`config.mk`:
```
export PLATFORM = sky130hd
export DESIGN_NAME = axis_packet_generator
export DESIGN_NICKNAME = d
export VERILOG_FILES = /design/src/rtl/axis_packet_generator.sv
export SDC_FILE = /design/constraint.sdc
export NUM_CORES = 1
export LEC_CHECK = 0
export CORE_AREA = 3 3 128 142
export CTS_BUF_LIST = sky130_fd_sc_hd__clkbuf_4 sky130_fd_sc_hd__clkbuf_8
export CTS_CLUSTER_DIAMETER = 150
export CTS_CLUSTER_SIZE = 24
export DETAILED_ROUTE_END_ITERATION = 6
export DIE_AREA = 0 0 131 145
export PLACE_DENSITY = 0.86
export SYNTH_ARGS = -nofsm -noshare
export SYNTH_HDL_FRONTEND = slang
export SYNTH_SLANG_ARGS = --single-unit
```
`constraint.sdc`:
```
create_clock -name clk -period 8 [get_ports clk]
set_clock_uncertainty 0.15 [all_clocks]
set_input_delay 1.6 -clock clk [delete_from_list [all_inputs] [get_ports clk]]
set_output_delay 1.6 -clock clk [all_outputs]
set_load 0.01 [all_outputs]
```
`src/rtl/axis_packet_generator.sv`:
```
// rtl/axis_packet_generator.sv - AXI-Stream master emitting packets of incrementing-counter data
module axis_packet_generator #(
  parameter int DATAWIDTH = 64,
  parameter int LENWIDTH  = 16,
  parameter int GAPWIDTH  = 8
) (
  input  logic                 clk,
  input  logic                 rst_n,
  input  logic                 start,
  input  logic                 stop,
  input  logic [LENWIDTH-1:0]  pkt_len,
  input  logic [LENWIDTH-1:0]  pkt_count,
  input  logic [GAPWIDTH-1:0]  gap_cycles,
  output logic [DATAWIDTH-1:0] m_axis_tdata,
  output logic                 m_axis_tvalid,
  output logic                 m_axis_tlast,
  input  logic                 m_axis_tready,
  output logic                 busy,
  output logic                 done,
  output logic [31:0]          pkts_sent
);

  typedef enum logic [1:0] {S_IDLE, S_SEND, S_GAP} state_t;

  state_t               state;
  logic [LENWIDTH-1:0]  len_r;
  logic [LENWIDTH-1:0]  count_r;
  logic [GAPWIDTH-1:0]  gap_r;
  logic [LENWIDTH-1:0]  beat;
  logic [LENWIDTH-1:0]  pkt_cnt;
  logic [GAPWIDTH-1:0]  gap_cnt;
  logic                 stop_pending;

  logic xfer;
  logic last_pkt;

  assign xfer     = m_axis_tvalid & m_axis_tready;
  // pkt_count of zero means free-running, so it never completes the run on its own
  assign last_pkt = (count_r != '0) && ((pkt_cnt + LENWIDTH'(1)) == count_r);

  always_ff @(posedge clk or negedge rst_n) begin
    if (!rst_n) begin
      state         <= S_IDLE;
      len_r         <= '0;
      count_r       <= '0;
      gap_r         <= '0;
      beat          <= '0;
      pkt_cnt       <= '0;
      gap_cnt       <= '0;
      stop_pending  <= 1'b0;
      m_axis_tdata  <= '0;
      m_axis_tvalid <= 1'b0;
      m_axis_tlast  <= 1'b0;
      busy          <= 1'b0;
      done          <= 1'b0;
      pkts_sent     <= '0;
    end else begin
      done <= 1'b0;
      case (state)
        S_IDLE: begin
          if (start) begin
            state         <= S_SEND;
            len_r         <= (pkt_len == '0) ? LENWIDTH'(1) : pkt_len;
            count_r       <= pkt_count;
            gap_r         <= gap_cycles;
            beat          <= '0;
            pkt_cnt       <= '0;
            stop_pending  <= stop;
            m_axis_tdata  <= '0;
            m_axis_tvalid <= 1'b1;
            m_axis_tlast  <= (pkt_len <= LENWIDTH'(1));
            busy          <= 1'b1;
            pkts_sent     <= '0;
          end
        end

        S_SEND: begin
          if (stop) stop_pending <= 1'b1;
          if (xfer) begin
            m_axis_tdata <= m_axis_tdata + DATAWIDTH'(1);
            if (m_axis_tlast) begin
              beat    <= '0;
              pkt_cnt <= pkt_cnt + LENWIDTH'(1);
              if (pkts_sent != '1) pkts_sent <= pkts_sent + 32'd1;
              if (last_pkt || stop_pending) begin
                state         <= S_IDLE;
                m_axis_tvalid <= 1'b0;
                m_axis_tlast  <= 1'b0;
                busy          <= 1'b0;
                done          <= 1'b1;
                stop_pending  <= 1'b0;
              end else if (gap_r == '0) begin
                m_axis_tlast <= (len_r == LENWIDTH'(1));
              end else begin
                state         <= S_GAP;
                m_axis_tvalid <= 1'b0;
                m_axis_tlast  <= 1'b0;
                gap_cnt       <= gap_r;
              end
            end else begin
              beat         <= beat + LENWIDTH'(1);
              // tlast for the beat that will be presented next
              m_axis_tlast <= ((beat + LENWIDTH'(2)) == len_r);
            end
          end
        end

        S_GAP: begin
          if (stop) stop_pending <= 1'b1;
          if (gap_cnt <= GAPWIDTH'(1)) begin
            if (stop_pending) begin
              state        <= S_IDLE;
              busy         <= 1'b0;
              done         <= 1'b1;
              stop_pending <= 1'b0;
            end else begin
              state         <= S_SEND;
              m_axis_tvalid <= 1'b1;
              m_axis_tlast  <= (len_r == LENWIDTH'(1));
            end
          end else begin
            gap_cnt <= gap_cnt - GAPWIDTH'(1);
          end
        end

        default: state <= S_IDLE;
      endcase
    end
  end

endmodule

```
# Word level (Yosys, flattened, before mapping)
# Index checks and enable logic that the tools add are counted.
[word_totals]
reg_bits = 183
in_bits = 45
word_cells = 126
[op_classes]
addsub = 6
order_cmp = 2
n_eq_ne = 18
mux = 66
bitwise_logic = 1
n_reduce_logical = 19
[op_table]
columns = ["cell", "n"]
rows = [
  ["two-way mux 32 bit", 4],
  ["two-way mux 64 bit", 2],
  ["case mux 64 bit (2 select lines)", 1],
  ["two-way mux 16 bit", 6],
  ["adder 64 x 1 -> 64 bit (second input constant)", 1],
  ["case mux 16 bit (2 select lines)", 2],
  ["case mux 32 bit (2 select lines)", 1],
  ["two-way mux 8 bit", 5],
  ["adder 16 x 1 -> 16 bit (second input constant)", 2],
  ["adder 32 x 1 -> 32 bit (second input constant)", 1],
  ["== test 16 bit", 2],
  ["two-way mux 1 bit", 32],
  ["!= test 32 bit (second input constant)", 1],
  ["!= test 2 bit (second input constant)", 11],
  ["adder 16 x 2 -> 16 bit (second input constant)", 1],
  ["== test 16 x 1 -> 1 bit (second input constant)", 1],
  ["less-or-equal comparator 16 x 1 -> 1 bit (second input constant)", 1],
  ["logical NOT 16 bit", 1],
  ["case mux 8 bit (2 select lines)", 1],
  ["nonzero test 16 bit", 1],
  ["AND reduction 5 bit", 3],
  ["AND reduction 7 bit", 2],
  ["two-way mux 2 bit", 6],
  ["case mux 1 bit (3 select lines)", 4],
  ["other kinds (18)", 20],
]

# Longest topological paths before layout
[depth]
ltp_word = 8
depth_mapped = 12

# Least setup slack after synthesis
# Ideal clock, no wire load.
[synth_path]
path_kind = "input to register"
from = "input start"
to = "register m_axis_tdata[56]"
setup_ns = 0.132
arrival_ns = 3.274
path_slack_ns = 4.445
path_stages = 10
n_path_buf = 2
path_cell_list = "mux2_2 > and4_1 > clkbuf_1 > and4_1 > buf_2 > and3_1 > nor3b_2 > nand3_1 > xor2_1 > nor2_1"
[synth_between]
elab_chain_len = 2
[synth_rtl]
columns = ["item", "line", "text"]
rows = [
  ["start: declaration", "9", "input logic start,"],
  ["!= test 2 bit (no source line)", "-", ""],
  ["AND reduction 3 bit (no source line)", "-", ""],
  ["end signal: assignment", "80", "m_axis_tdata <= m_axis_tdata + DATAWIDTH'(1);"],
  ["end: declaration", "14", "output logic [DATAWIDTH-1:0] m_axis_tdata,"],
]
# No other way between the ends.
# A chain may end at the register's enable or synchronous reset.

# Worst setup path after layout
[layout_path]
from = "input start"
to = "register m_axis_tdata[58]"
# The elaborated chain is that of the path after synthesis.

==> metrics.cfg <==
[layout]
area_delta_synth_final_pct = 19.8
drive_above_1_share_pct = 9.41
antenna-diode-count = 0
finish.net_count = 1222

[critical_path]
critPathBufInv = 1
critical-path-top-delay-family = simple AND/OR/NAND/NOR gates
cp_data_required_time_ps = 8180
critPathMaxFanout = 10
setup.worst_path.class = in2reg
critical-path-max-stage-delay_ps = 520
reg2reg_from = pkts_sent[9]
slowest_stage = clkdlybuf4s50_1
crit_path_cell_trace = clkdlybuf4s50_1 > mux2_2 > and4_1 > and4_1 > and3_1 > nor3b_2 > nand3_1 > xor2_1 > nor2_1
worstSetupStartpointType = input pin
cp-end-kind = flip-flop
crit_top_cell = and4_1
cp.arrival_ps = 4220
crit_start = start

[timing]
layout_min_cycle_time_ps = 4040
fin_crit_sh_pct = 50.6
tightest_slew_ps = 1170
setup_viol = 0
maxSlewViolCount = 0
setup_tns_ps = 0
rsz0062_at_grt = false
fmax_ghz = 0.247
hold_viol_final = 0
fin_hold_ws_ps = 358
maxSlewHeadroom_pct = 21.4

[clock_network]
cts-root-buf = clkbuf_8
cts_sinks = 183
postCtsHoldBufs = 0
cts_setup_buffers = 0
clk_latency_ps = 470
clkSlewWorstSetupHoldPaths_ps = 100
cts_resized = 0
cts-buffers-inserted = 17
cts_tree = done
cts_buffer_depth = 2
h-tree-depth = 4

[power]
swShare_pct = 36.3
power_frac_seq_pct = 45.6
p_comb_share_pct = 30.0
p_switching_mw = 1.01
power_density_nw_per_um2 = 231
ir_drop_uv = 157
p_leak_nw = 4.88
clkPwrFrac_pct = 24.4
intPower_mw = 1.76

[global_route]
grt_max_degree = 93
grt_first_pass_wirelength_um = 38800
antenna_found_initial = 0
gr-total-overflow = 0
top_usage_layer = met2
use_met2_pct = 39.4
grt_pass1_vias = 7953
use_met3_pct = 4.20
grt_use_met1_pct = 34.9
track_usage_pct = 24.8

[logic_synthesis]
synth_seq_cells = 183
syn-num-nets = 1101
ys_types = 74
seq_area_frac_synth_pct = 45.7
syn_avg_cell_area_um2 = 9.59
synthTopCellsByArea = dfrtp_1 (46%), xor2_1 (6.1%), xnor2_1 (5.1%), nor2_1 (5.0%), mux2_2 (4.6%)
synth.top_cell.area_share_pct = 45.7
synth_area_um2 = 10000
yosys_warnings = 0
synthTopCellsByCount = dfrtp_1 (183), nor2_1 (133), nand2_1 (96)
synth_edf_count = 0
synth-main-ff-cell = dfrtp_1
synth_top_cell_by_area = dfrtp_1
synth_most_common_cell = dfrtp_1
syn_inst = 1045
async_flop_share_pct = 100

[route]
wl_per_cell_um = 16.4
ant_nets = 0
route.detailed.drc = 0
num_vias = 8338
drt_first_pass_iters = 5
wl_um = 23100
viasPerCell = 5.90
initialDrtViolationCount = 685

[placed_design]
place_congestion = 0.930
port-buffer-count = 144
hpwl_um = 16700

[worst_hold_path]
worstHoldStart = pkt_cnt[15]
hold_class = reg2reg

[floorplanning]
start_util_pct = 59.1
io_pins = 145
die_area_um2 = 19000
die_h_um = 145
dieWidth_um = 131
rows = 50
placeableCoreArea_um2 = 17000

[run_status]
status = finished clean

[flow_run]
drv_cap = 0

[cell families after synthesis]
logic type               after synthesis  share of synthesized area, %
AND/OR/NAND/NOR                      470                          24.2
flip-flops                           183                          45.7
AO/OA/AOI/OAI                        140                          9.54
XOR/XNOR                             128                          11.2
buffers and inverters                 69                          3.13
multiplexers                          44                          4.91
adder cells (fa/ha/maj)               11                          1.37
[cell type report]
class / instances / area (µm²)
clock buffer: 17 / 234
timing repair buffer: 149 / 1480
fill: 1252 / 4950
tap: 234 / 293
sequential: 183 / 4580
inverter: 22 / 82.6
multi-input combinational: 793 / 5140
clock inverter: 15 / 191
[worst register-to-register path, stage by stage (launching register included)]
cell     delay, ps
dfrtp_1        450
and4_1         300
nand4_1        180
nor4_1         480
nand4_1        300
nor4_4        1010
nor4b_1        180
xnor2_1        210
nor2_1          60
[registers in the layout (all words and copies together) (netlist names), 2 cells and up]
signal and flops:
beat 16, count_r 16, gap_cnt 8, gap_r 8, len_r 16, m_axis_tdata 64, pkt_cnt 16, pkts_sent 32
state 2
[cell usage in the layout, fill, tap and decap left out, types with 25 or more instances in the layout]
| cell type | Yosys | final |
|---|---|---|
| dfrtp_1 | 183 | 183 |
| o21ai_0 | 49 | 49 |
| mux2_2 | 41 | 41 |
| nand4_1 | 32 | 32 |
| nand3_1 | 51 | 51 |
| a21oi_1 | 25 | 25 |
| nand2_1 | 96 | 95 |
| nor2_1 | 133 | 132 |
| xor2_1 | 70 | 70 |
| clkdlybuf4s50_1 | 0 | 143 |
| xnor2_1 | 58 | 58 |
| nor3_1 | 34 | 34 |
[stage by stage]
stage / utilization (%) / setup WS (ps) / area, µm² / cells / total power, mW
6_report: 70.8 / 3960 / 12000 / 1413 / 2.77
5_1_grt: 70.8 / 3730 / 12000 / 1413 / 2.93
4_1_cts: 70.8 / 3960 / 12000 / 1413 / 2.78
2_1_floorplan: - / 4440 / 10000 / 1045 / 1.84
3_3_place_gp: 68.3 / 3570 / 11600 / 1381 / 2.07
3_5_place_dp: 68.3 / 3440 / 11600 / 1381 / 2.10
[per-layer routing]
metal / wire length [µm] / vias up
li1: - / 3943
met1: 10400 / 4074
met2: 11200 / 290
met3: 1220 / 31
met4: 327 / 0
met5: 0 / -
[final timing paths]
check	cells past startpoint	endpoint	slack, ps
min in group asynchronous	1	pkts_sent[17]	990
worst max register to register	8	pkts_sent[26]	4520
worst min register to register	1	pkt_cnt[15]	360
worst min-delay path	1	pkt_cnt[15]	360
worst max-delay path	9	m_axis_tdata[58]	3960
max in group asynchronous	2	m_axis_tdata[12]	5460
[power groups by stage]
stage               registers [mW]  logic, mW  clock network, mW
floorplan                     1.22      0.628                  0
global placement              1.26      0.804                  0
detailed placement            1.27      0.832                  0
CTS                           1.26      0.834              0.690
global route                  1.29      0.916              0.729
finish                        1.26      0.831              0.676
Power figures use the tool's default switching activity.
